$ cat config.mk
export PLATFORM = sky130hd
export DESIGN_NAME = qdriip_ui_arbiter
export DESIGN_NICKNAME = d
export VERILOG_FILES = /design/src/rtl/qdriip_arb_pkg.sv /design/src/rtl/qdriip_rr_arbiter.sv /design/src/rtl/qdriip_ui_arbiter.sv
export SDC_FILE = /design/constraint.sdc
export NUM_CORES = 1
export LEC_CHECK = 0
export ABC_AREA = 1
export CORE_AREA = 2 2 211 213
export CTS_CLUSTER_DIAMETER = 30
export DETAILED_ROUTE_END_ITERATION = 8
export DIE_AREA = 0 0 213 215
export SETUP_SLACK_MARGIN = 0.2
export SYNTH_ARGS = -nofsm -noshare
export SYNTH_HDL_FRONTEND = slang
export SYNTH_SLANG_ARGS = --single-unit
$ cat constraint.sdc
create_clock -name i_clk -period 3 [get_ports i_clk]
set_input_delay 0.45 -clock i_clk [delete_from_list [all_inputs] [get_ports i_clk]]
set_output_delay 0.45 -clock i_clk [all_outputs]
set_load 0.005 [all_outputs]
$ cat src/rtl/qdriip_arb_pkg.sv
// Shared types and helpers for the QDRII+ user-interface arbiter.
// Holds the default parameter values, the requester tag type and the
// cyclic round-robin search used by both command channels.

package qdriip_arb_pkg;

    localparam int MAX_REQ             = 4;
    localparam int DEF_NUM_REQ         = 2;
    localparam int DEF_ADDR_WIDTH      = 22;
    localparam int DEF_DATA_WIDTH      = 72;
    localparam int DEF_BW_WIDTH        = 8;
    localparam int DEF_MAX_OUTSTANDING = 16;

    // Tags are sized for the largest supported requester count so that
    // one type serves every configuration.
    localparam int TAG_WIDTH = $clog2(MAX_REQ);
    typedef logic [TAG_WIDTH-1:0] tag_t;

    typedef struct packed {
        logic hit;
        tag_t idx;
    } pick_t;

    // Returns the first asserted valid at or after ptr, wrapping at n.
    function automatic pick_t rr_pick(input logic [MAX_REQ-1:0] valid,
                                      input tag_t               ptr,
                                      input int                 n);
        pick_t p;
        int    c;
        p = '0;
        for (int off = 0; off < MAX_REQ; off++) begin
            if (off < n) begin
                c = int'(ptr) + off;
                if (c >= n) begin
                    c = c - n;
                end
                if (!p.hit && valid[c[1:0]]) begin
                    p.hit = 1'b1;
                    p.idx = tag_t'(c);
                end
            end
        end
        return p;
    endfunction

endpackage

$ cat src/rtl/qdriip_rr_arbiter.sv
// Round-robin arbiter for one command channel. The grant is combinational
// from the current valids; the priority pointer moves past the winner on
// every grant, since a grant always completes a transfer.

module qdriip_rr_arbiter
    import qdriip_arb_pkg::*;
#(
    parameter int NUM_REQ = DEF_NUM_REQ
) (
    input  logic               i_clk,
    input  logic               i_rst,
    input  logic               i_enable,
    input  logic [NUM_REQ-1:0] i_valid,
    output logic [NUM_REQ-1:0] o_grant,
    output tag_t               o_index
);

    localparam tag_t LAST = tag_t'(NUM_REQ - 1);

    logic [MAX_REQ-1:0] w_valid_ext;
    pick_t              w_pick;
    logic               w_hit;
    tag_t               r_ptr;

    // Widen the request vector to the fixed width the search function uses.
    always_comb begin
        w_valid_ext                = '0;
        w_valid_ext[NUM_REQ-1:0]   = i_valid;
    end

    assign w_pick  = rr_pick(w_valid_ext, r_ptr, NUM_REQ);
    assign w_hit   = w_pick.hit & i_enable;
    assign o_index = w_pick.idx;

    // Decode the winning index into a one-hot grant, or all zero when idle.
    always_comb begin
        for (int i = 0; i < NUM_REQ; i++) begin
            o_grant[i] = w_hit && (w_pick.idx == tag_t'(i));
        end
    end

    // Advance priority to the requester after the one just served.
    always_ff @(posedge i_clk) begin
        if (i_rst) begin
            r_ptr <= '0;
        end else if (w_hit) begin
            r_ptr <= (w_pick.idx == LAST) ? '0 : w_pick.idx + tag_t'(1);
        end
    end

endmodule

$ cat src/rtl/qdriip_ui_arbiter.sv
// Shares one QDRII+ memory-controller user interface among several
// requesters. Writes and reads are arbitrated independently; each read's
// requester index is queued so returning data can be routed in order.

module qdriip_ui_arbiter
    import qdriip_arb_pkg::*;
#(
    parameter int NUM_REQ         = DEF_NUM_REQ,
    parameter int ADDR_WIDTH      = DEF_ADDR_WIDTH,
    parameter int DATA_WIDTH      = DEF_DATA_WIDTH,
    parameter int BW_WIDTH        = DEF_BW_WIDTH,
    parameter int MAX_OUTSTANDING = DEF_MAX_OUTSTANDING
) (
    input  logic                            i_clk,
    input  logic                            i_rst,
    input  logic                            i_init_calib_complete,
    input  logic [NUM_REQ-1:0]              i_req_wr_valid,
    output logic [NUM_REQ-1:0]              o_req_wr_ready,
    input  logic [NUM_REQ*ADDR_WIDTH-1:0]   i_req_wr_addr,
    input  logic [NUM_REQ*DATA_WIDTH-1:0]   i_req_wr_data,
    input  logic [NUM_REQ*BW_WIDTH-1:0]     i_req_wr_bw_n,
    input  logic [NUM_REQ-1:0]              i_req_rd_valid,
    output logic [NUM_REQ-1:0]              o_req_rd_ready,
    input  logic [NUM_REQ*ADDR_WIDTH-1:0]   i_req_rd_addr,
    output logic [NUM_REQ-1:0]              o_rsp_rd_valid,
    output logic [DATA_WIDTH-1:0]           o_rsp_rd_data,
    output logic                            o_app_wr_cmd,
    output logic [ADDR_WIDTH-1:0]           o_app_wr_addr,
    output logic [DATA_WIDTH-1:0]           o_app_wr_data,
    output logic [BW_WIDTH-1:0]             o_app_wr_bw_n,
    output logic                            o_app_rd_cmd,
    output logic [ADDR_WIDTH-1:0]           o_app_rd_addr,
    input  logic [DATA_WIDTH-1:0]           i_app_rd_data,
    input  logic                            i_app_rd_valid,
    output logic                            o_rd_underflow_err,
    output logic [$clog2(MAX_OUTSTANDING):0] o_rd_outstanding
);

    localparam int PTR_W = $clog2(MAX_OUTSTANDING);
    localparam int CNT_W = PTR_W + 1;
    localparam logic [CNT_W-1:0] FULL_COUNT = CNT_W'(MAX_OUTSTANDING);

    logic [NUM_REQ-1:0]    w_wr_grant;
    logic [NUM_REQ-1:0]    w_rd_grant;
    tag_t                  w_wr_idx;
    tag_t                  w_rd_idx;
    logic                  w_wr_xfer;
    logic                  w_rd_xfer;
    logic                  w_full;
    logic                  w_empty;
    logic                  w_pop;
    tag_t                  w_head;
    logic [ADDR_WIDTH-1:0] w_wr_addr;
    logic [DATA_WIDTH-1:0] w_wr_data;
    logic [BW_WIDTH-1:0]   w_wr_bw_n;
    logic [ADDR_WIDTH-1:0] w_rd_addr;

    tag_t                  r_tag_mem [MAX_OUTSTANDING];
    logic [PTR_W-1:0]      r_fifo_wr_ptr;
    logic [PTR_W-1:0]      r_fifo_rd_ptr;
    logic [CNT_W-1:0]      r_count;
    logic                  r_app_wr_cmd;
    logic [ADDR_WIDTH-1:0] r_app_wr_addr;
    logic [DATA_WIDTH-1:0] r_app_wr_data;
    logic [BW_WIDTH-1:0]   r_app_wr_bw_n;
    logic                  r_app_rd_cmd;
    logic [ADDR_WIDTH-1:0] r_app_rd_addr;
    logic [NUM_REQ-1:0]    r_rsp_valid;
    logic [DATA_WIDTH-1:0] r_rsp_data;
    logic                  r_underflow;

    assign w_full  = (r_count == FULL_COUNT);
    assign w_empty = (r_count == '0);

    qdriip_rr_arbiter #(.NUM_REQ(NUM_REQ)) u_wr_arb (
        .i_clk    (i_clk),
        .i_rst    (i_rst),
        .i_enable (i_init_calib_complete),
        .i_valid  (i_req_wr_valid),
        .o_grant  (w_wr_grant),
        .o_index  (w_wr_idx)
    );

    qdriip_rr_arbiter #(.NUM_REQ(NUM_REQ)) u_rd_arb (
        .i_clk    (i_clk),
        .i_rst    (i_rst),
        .i_enable (i_init_calib_complete & ~w_full),
        .i_valid  (i_req_rd_valid),
        .o_grant  (w_rd_grant),
        .o_index  (w_rd_idx)
    );

    assign o_req_wr_ready = w_wr_grant;
    assign o_req_rd_ready = w_rd_grant;
    assign w_wr_xfer      = |w_wr_grant;
    assign w_rd_xfer      = |w_rd_grant;
    assign w_pop          = i_app_rd_valid & ~w_empty;
    assign w_head         = r_tag_mem[r_fifo_rd_ptr];

    // Select the winning requester's payload on each channel.
    always_comb begin
        w_wr_addr = i_req_wr_addr[int'(w_wr_idx)*ADDR_WIDTH +: ADDR_WIDTH];
        w_wr_data = i_req_wr_data[int'(w_wr_idx)*DATA_WIDTH +: DATA_WIDTH];
        w_wr_bw_n = i_req_wr_bw_n[int'(w_wr_idx)*BW_WIDTH +: BW_WIDTH];
        w_rd_addr = i_req_rd_addr[int'(w_rd_idx)*ADDR_WIDTH +: ADDR_WIDTH];
    end

    // Register the write command; idle cycles mask all bytes and hold addr/data.
    always_ff @(posedge i_clk) begin
        if (i_rst) begin
            r_app_wr_cmd  <= 1'b0;
            r_app_wr_addr <= '0;
            r_app_wr_data <= '0;
            r_app_wr_bw_n <= '1;
        end else if (w_wr_xfer) begin
            r_app_wr_cmd  <= 1'b1;
            r_app_wr_addr <= w_wr_addr;
            r_app_wr_data <= w_wr_data;
            r_app_wr_bw_n <= w_wr_bw_n;
        end else begin
            r_app_wr_cmd  <= 1'b0;
            r_app_wr_bw_n <= '1;
        end
    end

    // Register the read command; the address holds while idle.
    always_ff @(posedge i_clk) begin
        if (i_rst) begin
            r_app_rd_cmd  <= 1'b0;
            r_app_rd_addr <= '0;
        end else begin
            r_app_rd_cmd <= w_rd_xfer;
            if (w_rd_xfer) begin
                r_app_rd_addr <= w_rd_addr;
            end
        end
    end

    // Tag storage; stale entries after a flush are never read.
    always_ff @(posedge i_clk) begin
        if (w_rd_xfer) begin
            r_tag_mem[r_fifo_wr_ptr] <= w_rd_idx;
        end
    end

    // Tag FIFO pointers and occupancy; push and pop together leave it unchanged.
    always_ff @(posedge i_clk) begin
        if (i_rst) begin
            r_fifo_wr_ptr <= '0;
            r_fifo_rd_ptr <= '0;
            r_count       <= '0;
        end else begin
            if (w_rd_xfer) begin
                r_fifo_wr_ptr <= r_fifo_wr_ptr + PTR_W'(1);
            end
            if (w_pop) begin
                r_fifo_rd_ptr <= r_fifo_rd_ptr + PTR_W'(1);
            end
            case ({w_rd_xfer, w_pop})
                2'b10:   r_count <= r_count + CNT_W'(1);
                2'b01:   r_count <= r_count - CNT_W'(1);
                default: r_count <= r_count;
            endcase
        end
    end

    // Route returned data to the requester at the FIFO head; flag orphan returns.
    always_ff @(posedge i_clk) begin
        if (i_rst) begin
            r_rsp_valid <= '0;
            r_rsp_data  <= '0;
            r_underflow <= 1'b0;
        end else begin
            for (int i = 0; i < NUM_REQ; i++) begin
                r_rsp_valid[i] <= w_pop && (w_head == tag_t'(i));
            end
            if (w_pop) begin
                r_rsp_data <= i_app_rd_data;
            end
            if (i_app_rd_valid && w_empty) begin
                r_underflow <= 1'b1;
            end
        end
    end

    assign o_app_wr_cmd       = r_app_wr_cmd;
    assign o_app_wr_addr      = r_app_wr_addr;
    assign o_app_wr_data      = r_app_wr_data;
    assign o_app_wr_bw_n      = r_app_wr_bw_n;
    assign o_app_rd_cmd       = r_app_rd_cmd;
    assign o_app_rd_addr      = r_app_rd_addr;
    assign o_rsp_rd_valid     = r_rsp_valid;
    assign o_rsp_rd_data      = r_rsp_data;
    assign o_rd_underflow_err = r_underflow;
    assign o_rd_outstanding   = r_count;

endmodule

* After elaboration in Yosys (flattened, before gate mapping)
Memory sizes are Yosys's and may differ from the RTL's. A register that Yosys moved wholly into a read port is not among the register bits.
Index checks and enable logic that the tools add are counted.
** Word-level totals
- Register bits :: 218
- Memory bits (writable) :: 32
- Input bits :: 328
- Output and inout bits :: 210
- Logic and storage cells :: 98
- Memories :: 1
** Cells by class
- $add $sub $neg :: 12
- Multipliers :: 3
- $lt $le $gt $ge :: 8
- Eq/ne operators :: 6
- Shift-type cells :: 4
- Mux-type cells :: 24
- Bitwise logic cells :: 7
- Reduce and logical (&&, ||, !) cells :: 19
** Memory list
- r_tag_mem :: depth 16, bits a word 2, read ports 1, clocked after Yosys merged registers in 1, wr ports 1, line qdriip_ui_arbiter.sv:58 : tag_t r_tag_mem [MAX_OUTSTANDING];
** Operators with widths (number)
- $shiftx A144 B10 Y72 :: 1
- $shiftx A44 B8 Y22 :: 2
- $mul A2 B4 Y6 const B :: 3
- $shiftx A16 B6 Y8 :: 1
- $lt A2 B3 Y1 const B :: 4
- $mux W2 :: 6
- $mux W3 :: 4
- $pmux W5 S2 :: 1
- $logic_and A1 B1 Y1 :: 9
- $add A4 B1 Y4 const B :: 2
- $bmux W1 S2 :: 4
- $eq A2 B1 Y1 const B :: 4
- $mux W4 :: 2
- $sub A2 B2 Y2 const B :: 4
- $mux W1 :: 7
- $add A2 B1 Y3 const B :: 2
- $ge A3 B2 Y1 const B :: 2
- $logic_not A2 Y1 :: 3
- $reduce_or A2 Y1 :: 3
- $add A5 B1 Y5 const B :: 1
- $eq A5 B5 Y1 const B :: 1
- $logic_not A5 Y1 :: 1
- $sub A5 B1 Y5 const B :: 1
- $add A2 B1 Y2 const B :: 2
- other kinds (6) :: 13

* Longest topological paths before layout
Gate-level depths: netlist of the first run.
- Depth after elaboration :: 13
- Mapped depth :: 14
- Gate-level depth less buffers :: 13

* By module
From an unflattened synthesis of the first run, not the netlist that was laid out.
** Second synthesis, totals
- Cell total of the unflattened synthesis :: 1460
- Area total of the unflattened synthesis :: 10802.9 µm²
** By module, submodules not included
- qdriip_ui_arbiter :: instances 1, cells each 1420, area an instance 10540.1 µm², seq. area each 5325.1 µm²
- qdriip_rr_arbiter :: instances 2, cells each 20, area an instance 131.4 µm², seq. area each 40.0 µm²

* Worst setup path after synthesis of the first run
OpenSTA, ideal clock, no wires.
- Path kind :: input -> register
- From :: input port i_req_rd_valid[1]
- To :: register r_count[4] (netlist: o_rd_outstanding[4])
- Setup time :: 70 ps
- Arrival time :: 2242 ps
- Required time :: 2930 ps
- Path slack :: 688 ps
- Stages on the path :: 12
- Buffers on the path :: 1
- Cell sequence :: nand3b_1 nand3_1 buf_2 ha_1 inv_1 fa_1 or2_2 nand2_1 nand2_1 nand2_1 nand2_1 a21oi_1
** On the way
- Longest elaborated chain between the ends :: 11
- Elaborated cells on any way between the ends :: 18
- Those cells by class :: eq/ne (3); mux (7); bitwise (1); reduce/logical (7)
** RTL lines
- start, declared :: line qdriip_ui_arbiter.sv:22 : input logic [NUM_REQ-1:0] i_req_rd_valid,
- $bmux W1 S2 :: line qdriip_arb_pkg.sv:37 : if (!p.hit && valid[c[1:0]]) begin
- $mux W1 (not written as such) :: line qdriip_arb_pkg.sv:37
- $mux W3 :: line qdriip_arb_pkg.sv:37
- $logic_not A1 Y1 :: line qdriip_arb_pkg.sv:37
- $logic_and A1 B1 Y1 :: line qdriip_arb_pkg.sv:37
- $mux W3 (*) :: line qdriip_arb_pkg.sv:37
- $eq A2 B1 Y1 (tied with other cells) :: line qdriip_rr_arbiter.sv:38 : o_grant[i] = w_hit && (w_pick.idx == tag_t'(i));
- $logic_and A1 B1 Y1 :: line qdriip_rr_arbiter.sv:38
- $reduce_or A2 Y1 (*) :: line qdriip_ui_arbiter.sv:96 : assign w_rd_xfer = |w_rd_grant;
- $eq A2 B1 Y1 / $eq A2 B2 Y1 (equally long branches) :: line qdriip_ui_arbiter.sv:159 : case ({w_rd_xfer, w_pop})
- $pmux W5 S2 / $reduce_bool A2 Y1 (equally long branches)
- end signal, assigned :: line qdriip_ui_arbiter.sv:160 : 2'b10: r_count <= r_count + CNT_W'(1);
- end signal, assigned :: line qdriip_ui_arbiter.sv:161 : 2'b01: r_count <= r_count - CNT_W'(1);
- end signal, assigned :: line qdriip_ui_arbiter.sv:162 : default: r_count <= r_count;
- end, declared :: line qdriip_ui_arbiter.sv:61 : logic [CNT_W-1:0] r_count;
Every way passes the cells marked *; elsewhere a longest branch is shown, timed or not. The select of a mux whose other input is x is not followed.
A chain may end at the register's enable or synchronous reset.

* Worst setup path after layout of the first run
- From :: register r_count[2] (netlist: o_rd_outstanding[2])
- To :: output port o_req_rd_ready[0]
** On the way
- Longest elaborated chain between the ends :: 5
** RTL lines
- $eq A5 B5 Y1 :: line qdriip_ui_arbiter.sv:72 : assign w_full = (r_count == FULL_COUNT);
- $not A1 Y1 :: line qdriip_ui_arbiter.sv:87 : .i_enable (i_init_calib_complete & ~w_full),
- $and A1 B1 Y1 :: line qdriip_ui_arbiter.sv:87
- $and A1 B1 Y1 :: line qdriip_rr_arbiter.sv:32 : assign w_hit = w_pick.hit & i_enable;
- $logic_and A1 B1 Y1 :: line qdriip_rr_arbiter.sv:38
- end, declared :: line qdriip_ui_arbiter.sv:23 : output logic [NUM_REQ-1:0] o_req_rd_ready,
Every way passes these cells.

==> results of run 1 <==
==> final cells by class <==
cell class / count / area [um^2] / share of cell area
repair buffers: 553 / 5540 / 0.299
flip-flops and latches: 254 / 5410 / 0.292
multi-input cells: 948 / 4180 / 0.226
clock buffers: 81 / 1880 / 0.102
well taps: 592 / 741 / 0.0400
clock inverters: 43 / 553 / 0.0299
inverters: 56 / 210 / 0.0113
==> per-stage QoR <==
step                setup WS (ps)  power (mW)   util  std cells
global route                  245        16.1  0.424       2527
detailed placement            217        7.80  0.368       2402
CTS                           229        15.5  0.424       2526
global placement              278        7.73  0.368       2402
floorplan                     688        5.85      -       1339
finish                        382        15.3  0.424       2527
==> power by group through the flow <==
stage	Clock [mW]	Sequential, mW	Combinational, mW
after floorplan	0	4.41	1.44
after global placement	0	4.40	3.33
after detailed placement	0	4.43	3.37
after CTS	7.75	4.38	3.39
after global routing	7.94	4.44	3.70
final	7.59	4.38	3.35
==> cells by family after synthesis <==
group	count (synthesis)	share of synthesized area
AO/OA/AOI/OAI	211	0.116
adder cells (fa/ha/maj)	10	0.0131
other	1	0.000370
AND/OR/NAND/NOR	706	0.272
flip-flops	254	0.533
buffers and inverters	137	0.0609
XOR/XNOR	5	0.00432
==> worst max-delay path by stage <==
stage                              from             endpoint  slack, ps
floorplan             i_req_rd_valid[1]  o_rd_outstanding[4]        690
global placement      i_req_rd_valid[0]  o_rd_outstanding[4]        280
detailed placement    i_req_rd_valid[0]  o_rd_outstanding[4]        220
CTS                 o_rd_outstanding[1]    o_req_rd_ready[0]        230
global route        o_rd_outstanding[1]    o_req_rd_ready[0]        240
finish              o_rd_outstanding[2]    o_req_rd_ready[0]        380
==> registers in the layout (all words and copies together), names as in the netlist, named ones only <==
signal and cells:
o_app_rd_addr 22, o_app_rd_cmd 1, o_app_wr_addr 22, o_app_wr_bw_n 8
o_app_wr_cmd 1, o_app_wr_data 72, o_rd_outstanding 5, o_rd_underflow_err 1
o_rsp_rd_data 72, o_rsp_rd_valid 2, r_fifo_rd_ptr 4, r_fifo_wr_ptr 4
r_tag_mem 32, u_rd_arb.r_ptr 2, u_wr_arb.r_ptr 2
==> placed cells by master (no fill, tap or decap), types with 3 or more instances in the layout <==
cell type,n
clkdlybuf4s50_1,536
nand2_1,473
dfxtp_1,220
nor2_1,176
a31oi_1,94
o21ai_0,77
clkbuf_16,71
inv_1,51
nand3_1,39
a21oi_1,35
edfxtp_1,32
conb_1,16
clkinv_2,14
buf_4,13
ha_1,9
bufinv_16,9
clkbuf_8,7
inv_2,5
clkinvlp_4,5
clkinv_4,5
or2_2,4
o21ai_1,4
buf_12,4
xnor2_1,3
clkbuf_1,3
==> per-layer routing <==
metal	vias to the layer above	routed length, um	part of all wire	global-route usage
li1	5409	-	-	-
met1	5096	15700	0.37	0.190
met2	430	21200	0.50	0.314
met3	84	3690	0.087	0.0647
met4	6	1640	0.039	0.0911
met5	-	43	0.0010	0
==> worst register-to-register path, delay by kind of cell (launching register included) <==
| family | cells | cell delay [ps] |
|---|---|---|
| compound gates | 1 | 110 |
| flops | 1 | 340 |
| simple gates | 8 | 990 |
| fa+ha+maj | 2 | 650 |
| buf+inv | 2 | 210 |
==> repair_timing <==
item                                    4_1_cts  5_1_grt
buffers inserted                              0        1
pin swaps                                     0        2
endpoints found under the setup margin        1        1
cloned                                        0        0
resized for setup                             1        2
==> run_results.csv, run 1 <==
group,metric,value,unit
setup_path,crit_path_max_fanout,3,
pwr,power.share.clock,0.495,
place,hpwlAfterDp,31400,um
sta,final.min_clock_period,2620,ps
yosys,yosys_warnings,0,
die,ios,538,
setup_path,slowest_delay,510,ps
place,port_buffers,537,
global_route,grt_start_max_net_pins,98,
clocking,clock_sinks,254,
sta,skew,18.1,ps
setup_path,critical_path.most_common_cell,"inv_1",
sta,tns,0,ps
cells_and_area,fin_nets,2219,
die,die_w,213,um
yosys,synth-edff-count,32,
clocking,cts_made_buffers,68,
die,fp.coreArea,43600,um^2
clocking,ctsHoldBuffers,0,
pwr,seqPwrFrac,0.286,
global_route,grt_antenna_before_repair,5,
pwr,p_leak,7.25,nW
yosys,yosysMostFrequentCell,"nand2_1",
sta,relSlewSlack,0.219,
setup_path,critical_path_required,2550,ps
sta,hold_violations,0,
yosys,netlist_area,10100,um^2
setup_path,r2r_cells,13,
global_route,grtUsageTotal,0.180,
cells_and_area,finalInstanceArea,18500,um^2
drt,wl_per_cell,16.7,um
pwr,intPower,11.1,mW
drt,drcViolationCount,0,
outcome,status,"finished clean",
yosys,avgSynthCellArea,7.66,um^2
cells_and_area,antenna_cells,0,
setup_path,path_cells,"inv_1 -> nand4_1 -> nand3_2 -> buf_4 -> inv_2 -> nand2_1 -> inv_1 -> clkdlybuf4s50_1",
clocking,cts_max_path_buffers,3,
sta,final_max_slew_viol_count,0,
setup_path,crit_type,"reg -> out",
setup_path,critPathLaunchType,"register",
yosys,synth.area.top_cells,"dfxtp_1 44%, nand2_1 18%, edfxtp_1 9.5%, nor2_1 6.5%, a31oi_1 5.8%",
clocking,cts_root_buf,"clkbuf_16",
drt,drt_wl_total,42300,um
pwr,combPwrFrac,0.219,
yosys,yosysTopAreaCell,"dfxtp_1",
global_route,overflow,0,
setup_path,cp_top_family,"buffers and inverters",
min_path,holdPathEnd,"o_app_wr_data[63]",
setup_path,arrival,2170,ps
global_route,grt_pass1_wl,62800,um
setup_path,critical_path.slowest_cell,"clkdlybuf4s50_1",
sta,fin_crit_sh,0.873,
min_path,hp-start,"i_rst",
drt,drt_iter0_markers,548,
setup_path,reg2reg_slack,630,ps
yosys,ys_ff_latch,254,
yosys,synth_cell_types,30,
yosys,yosysTopAreaCellShare,0.438,
pwr,peakVddDrop,0.000399,V
pwr,p_sw,4.23,mW
yosys,async_flop_share,0,
cells_and_area,area_growth,82.7,%
sta,whs,150,ps
sta,fmax,0.382,GHz
clocking,path_clk_slew,40,ps
yosys,yosysSeqAreaShare,0.533,
pwr,switching_share,0.276,
clocking,clk_latency,590,ps
sta,worst_pin_slew,1170,ps
yosys,synth_common_cells,"473 x nand2_1, 222 x dfxtp_1, 176 x nor2_1",
cells_and_area,nFillCells,4330,
setup_path,path_buf_inv,5,
setup_path,endpoint_kind,"primary output",
die,start_util,0.232,
cells_and_area,drive_above_1_share,0.0806,
drt,firstDrtPassIters,5,
drt,avgViaCountPerCell,4.36,
drt,via_count,11000,
setup_path,critical_path_depth,8,
sta,rsz0062_at_grt,"false",
clocking,htree_levels,3,
place,placed_area,16100,um^2
clocking,cts_tree,"yes",
min_path,hold_path_depth,2,
global_route,grt_pass1_vias,11000,
pwr,power_density,827,nW/um^2
drt,ant_nets,0,
die,dieArea,45800,um^2
yosys,synthFlopType,"dfxtp_1",
sta,finalSetupViolCount,0,
setup_path,r2r-start,"o_rd_outstanding[0]",
flow_run,drv_cap,0,
min_path,hold_class,"in -> reg",
die,std_cell_rows,77,
place,place_congestion,0.863,
die,die_h,215,um
setup_path,reg2reg_to,"o_rd_outstanding[4]",
yosys,synth_cells,1324,
Note: power is estimated with default switching activity, not from simulation.
==> run 2, diff against run 1 <==
--- a/config.mk
+++ b/config.mk
@@ -7,10 +7,11 @@
 export LEC_CHECK = 0
 export ABC_AREA = 1
 export CORE_AREA = 2 2 211 213
-export CTS_CLUSTER_DIAMETER = 30
+export CTS_CLUSTER_DIAMETER = 100
 export DETAILED_ROUTE_END_ITERATION = 8
 export DIE_AREA = 0 0 213 215
 export SETUP_SLACK_MARGIN = 0.2
 export SYNTH_ARGS = -nofsm -noshare
 export SYNTH_HDL_FRONTEND = slang
 export SYNTH_SLANG_ARGS = --single-unit
+export TNS_END_PERCENT = 1
==> run 2 against run 1 <==
Net effect: clock-buffer cell count decreased by 34; combinational power about the same; worst setup slack got worse by 19 ps.
==> run_results.csv, run 2 (synthesized netlist as in run 1, its figures left out) <==
group,metric,value,unit
outcome,status,"finished clean",
sta,skew,14.2,ps
setup_path,slowest_delay,510,ps
cells_and_area,antenna_cells,0,
clocking,htree_levels,1,
die,start_util,0.232,
drt,ant_nets,0,
min_path,hold_class,"in -> reg",
global_route,grt_antenna_before_repair,5,
place,port_buffers,537,
die,dieArea,45800,um^2
sta,finalSetupViolCount,0,
clocking,clk_latency,570,ps
clocking,cts_max_path_buffers,3,
clocking,clock_sinks,254,
cells_and_area,layout_commonest_cell,"clkdlybuf4s50_1",
sta,relSlewSlack,0.215,
drt,wl_per_cell,16.8,um
die,die_w,213,um
global_route,grt_pass1_wl,61000,um
cells_and_area,fin_nets,2180,
pwr,seqPwrFrac,0.384,
pwr,intPower,7.97,mW
sta,fmax,0.379,GHz
pwr,p_sw,3.39,mW
drt,via_count,10800,
pwr,power.share.clock,0.322,
clocking,cts_made_buffers,30,
pwr,p_total,11.4,mW
setup_path,endpoint_kind,"primary output",
drt,firstDrtPassIters,7,
setup_path,reg2reg_slack,710,ps
clocking,path_clk_slew,60,ps
setup_path,crit_type,"reg -> out",
setup_path,critical_path.slowest_cell,"clkdlybuf4s50_1",
drt,drt_iter0_markers,553,
sta,tns,0,ps
pwr,p_leak,6.56,nW
drt,avgViaCountPerCell,4.37,
die,die_h,215,um
clocking,cts_tree,"yes",
die,ios,538,
sta,final_max_slew_viol_count,0,
drt,drt_wl_total,41300,um
pwr,combPwrFrac,0.294,
cells_and_area,utilization,0.392,
place,place_congestion,0.863,
place,hpwlAfterDp,31400,um
cells_and_area,area_growth,68.6,%
setup_path,path_cells,"inv_1 -> nand4_1 -> nand3_2 -> buf_4 -> inv_2 -> nand2_1 -> inv_1 -> clkdlybuf4s50_1",
sta,fin_crit_sh,0.879,
setup_path,critical_path.most_common_cell,"inv_1",
cells_and_area,drive_above_1_share,0.0472,
setup_path,critPathLaunchType,"register",
sta,hold_violations,0,
clocking,ctsHoldBuffers,0,
cells_and_area,layout_common_cells,"536 x clkdlybuf4s50_1, 473 x nand2_1, 220 x dfxtp_1",
clocking,cts_root_buf,"clkbuf_16",
pwr,power_density,664,nW/um^2
sta,final.min_clock_period,2640,ps
die,fp.coreArea,43600,um^2
drt,drcViolationCount,0,
setup_path,critical_path_required,2550,ps
global_route,grtUsageTotal,0.172,
flow_run,drv_cap,0,
die,std_cell_rows,77,
global_route,grt_pass1_vias,10400,
setup_path,arrival,2190,ps
sta,worst_pin_slew,1180,ps
sta,whs,155,ps
pwr,peakVddDrop,0.000386,V
global_route,overflow,0,
setup_path,crit_path_max_fanout,3,
global_route,grt_start_max_net_pins,98,
pwr,switching_share,0.298,
sta,rsz0062_at_grt,"false",
[run 2: cell count changes in the layout (fill, tap and decap cells not counted)]
cell,change
bufinv_16,-9
clkinv_1,-2
clkinv_16,-1
clkbuf_16,-40
clkbuf_1,+1
clkinv_8,-1
clkinv_4,-4
buf_4,-1
inv_16,-2
inv_6,-1
inv_4,-2
clkinvlp_4,-5
clkinv_2,-7
clkbuf_8,+5
[run 2: area by class of cell]
type | count | area [um^2]
tap | 592 | 741
multi-input combinational | 948 | 4180
timing repair buffer | 552 | 5540
sequential | 254 | 5410
inverter | 56 | 210
clock buffer | 47 | 956
clock inverter | 9 | 60.1
fill | 4458 | 26600
[run 2: path summary, 6_finish.rpt]
| kind | startpoint | endpoint | cells after the start |
|---|---|---|---|
| worst max-delay path | o_rd_outstanding[2] | o_req_rd_ready[0] | 8 |
| worst min-delay path | i_rst | o_app_wr_data[63] | 2 |
| worst max register to register | o_rd_outstanding[0] | o_rd_outstanding[4] | 12 |
| worst min register to register | u_wr_arb.r_ptr[1] | u_wr_arb.r_ptr[1] | 2 |
[run 2: critical path, delay by kind of cell (launching register included)]
kind,cells,cell delay (ps)
simple gates,3,340
buf+inv,5,900
flops,1,370
[run 2: metrics by stage]
| stage | instance area (um^2) | instances | worst slack [ps] |
|---|---|---|---|
| after floorplan | 10200 | 1339 | 688 |
| after global placement | 16100 | 2402 | 278 |
| after detailed placement | 16100 | 2402 | 217 |
| after CTS | 17100 | 2458 | 202 |
| after global routing | 17100 | 2458 | 211 |
| final | 17100 | 2458 | 363 |
[run 2: per-layer routing]
| layer | part of all wire | GRT usage | vias to the layer above |
|---|---|---|---|
| met2 | 0.50 | 0.310 | 394 |
| met3 | 0.080 | 0.0504 | 73 |
| met4 | 0.040 | 0.0622 | 6 |
| li1 | - | - | 5310 |
| met1 | 0.38 | 0.189 | 4967 |
| met5 | 0.0011 | 0 | - |
[run 2: power by group through the flow]
stage	Clock [mW]	Combinational, mW	Sequential [mW]
6_report	3.66	3.34	4.36
5_1_grt	3.91	3.68	4.42
4_1_cts	3.79	3.38	4.36
3_5_place_dp	0	3.37	4.43
3_3_place_gp	0	3.33	4.40
2_1_floorplan	0	1.44	4.41
[run 2: timing repair]
item,CTS,global route
gates resized for setup,0,3
setup endpoints to repair,0,2
setup buffers,0,0
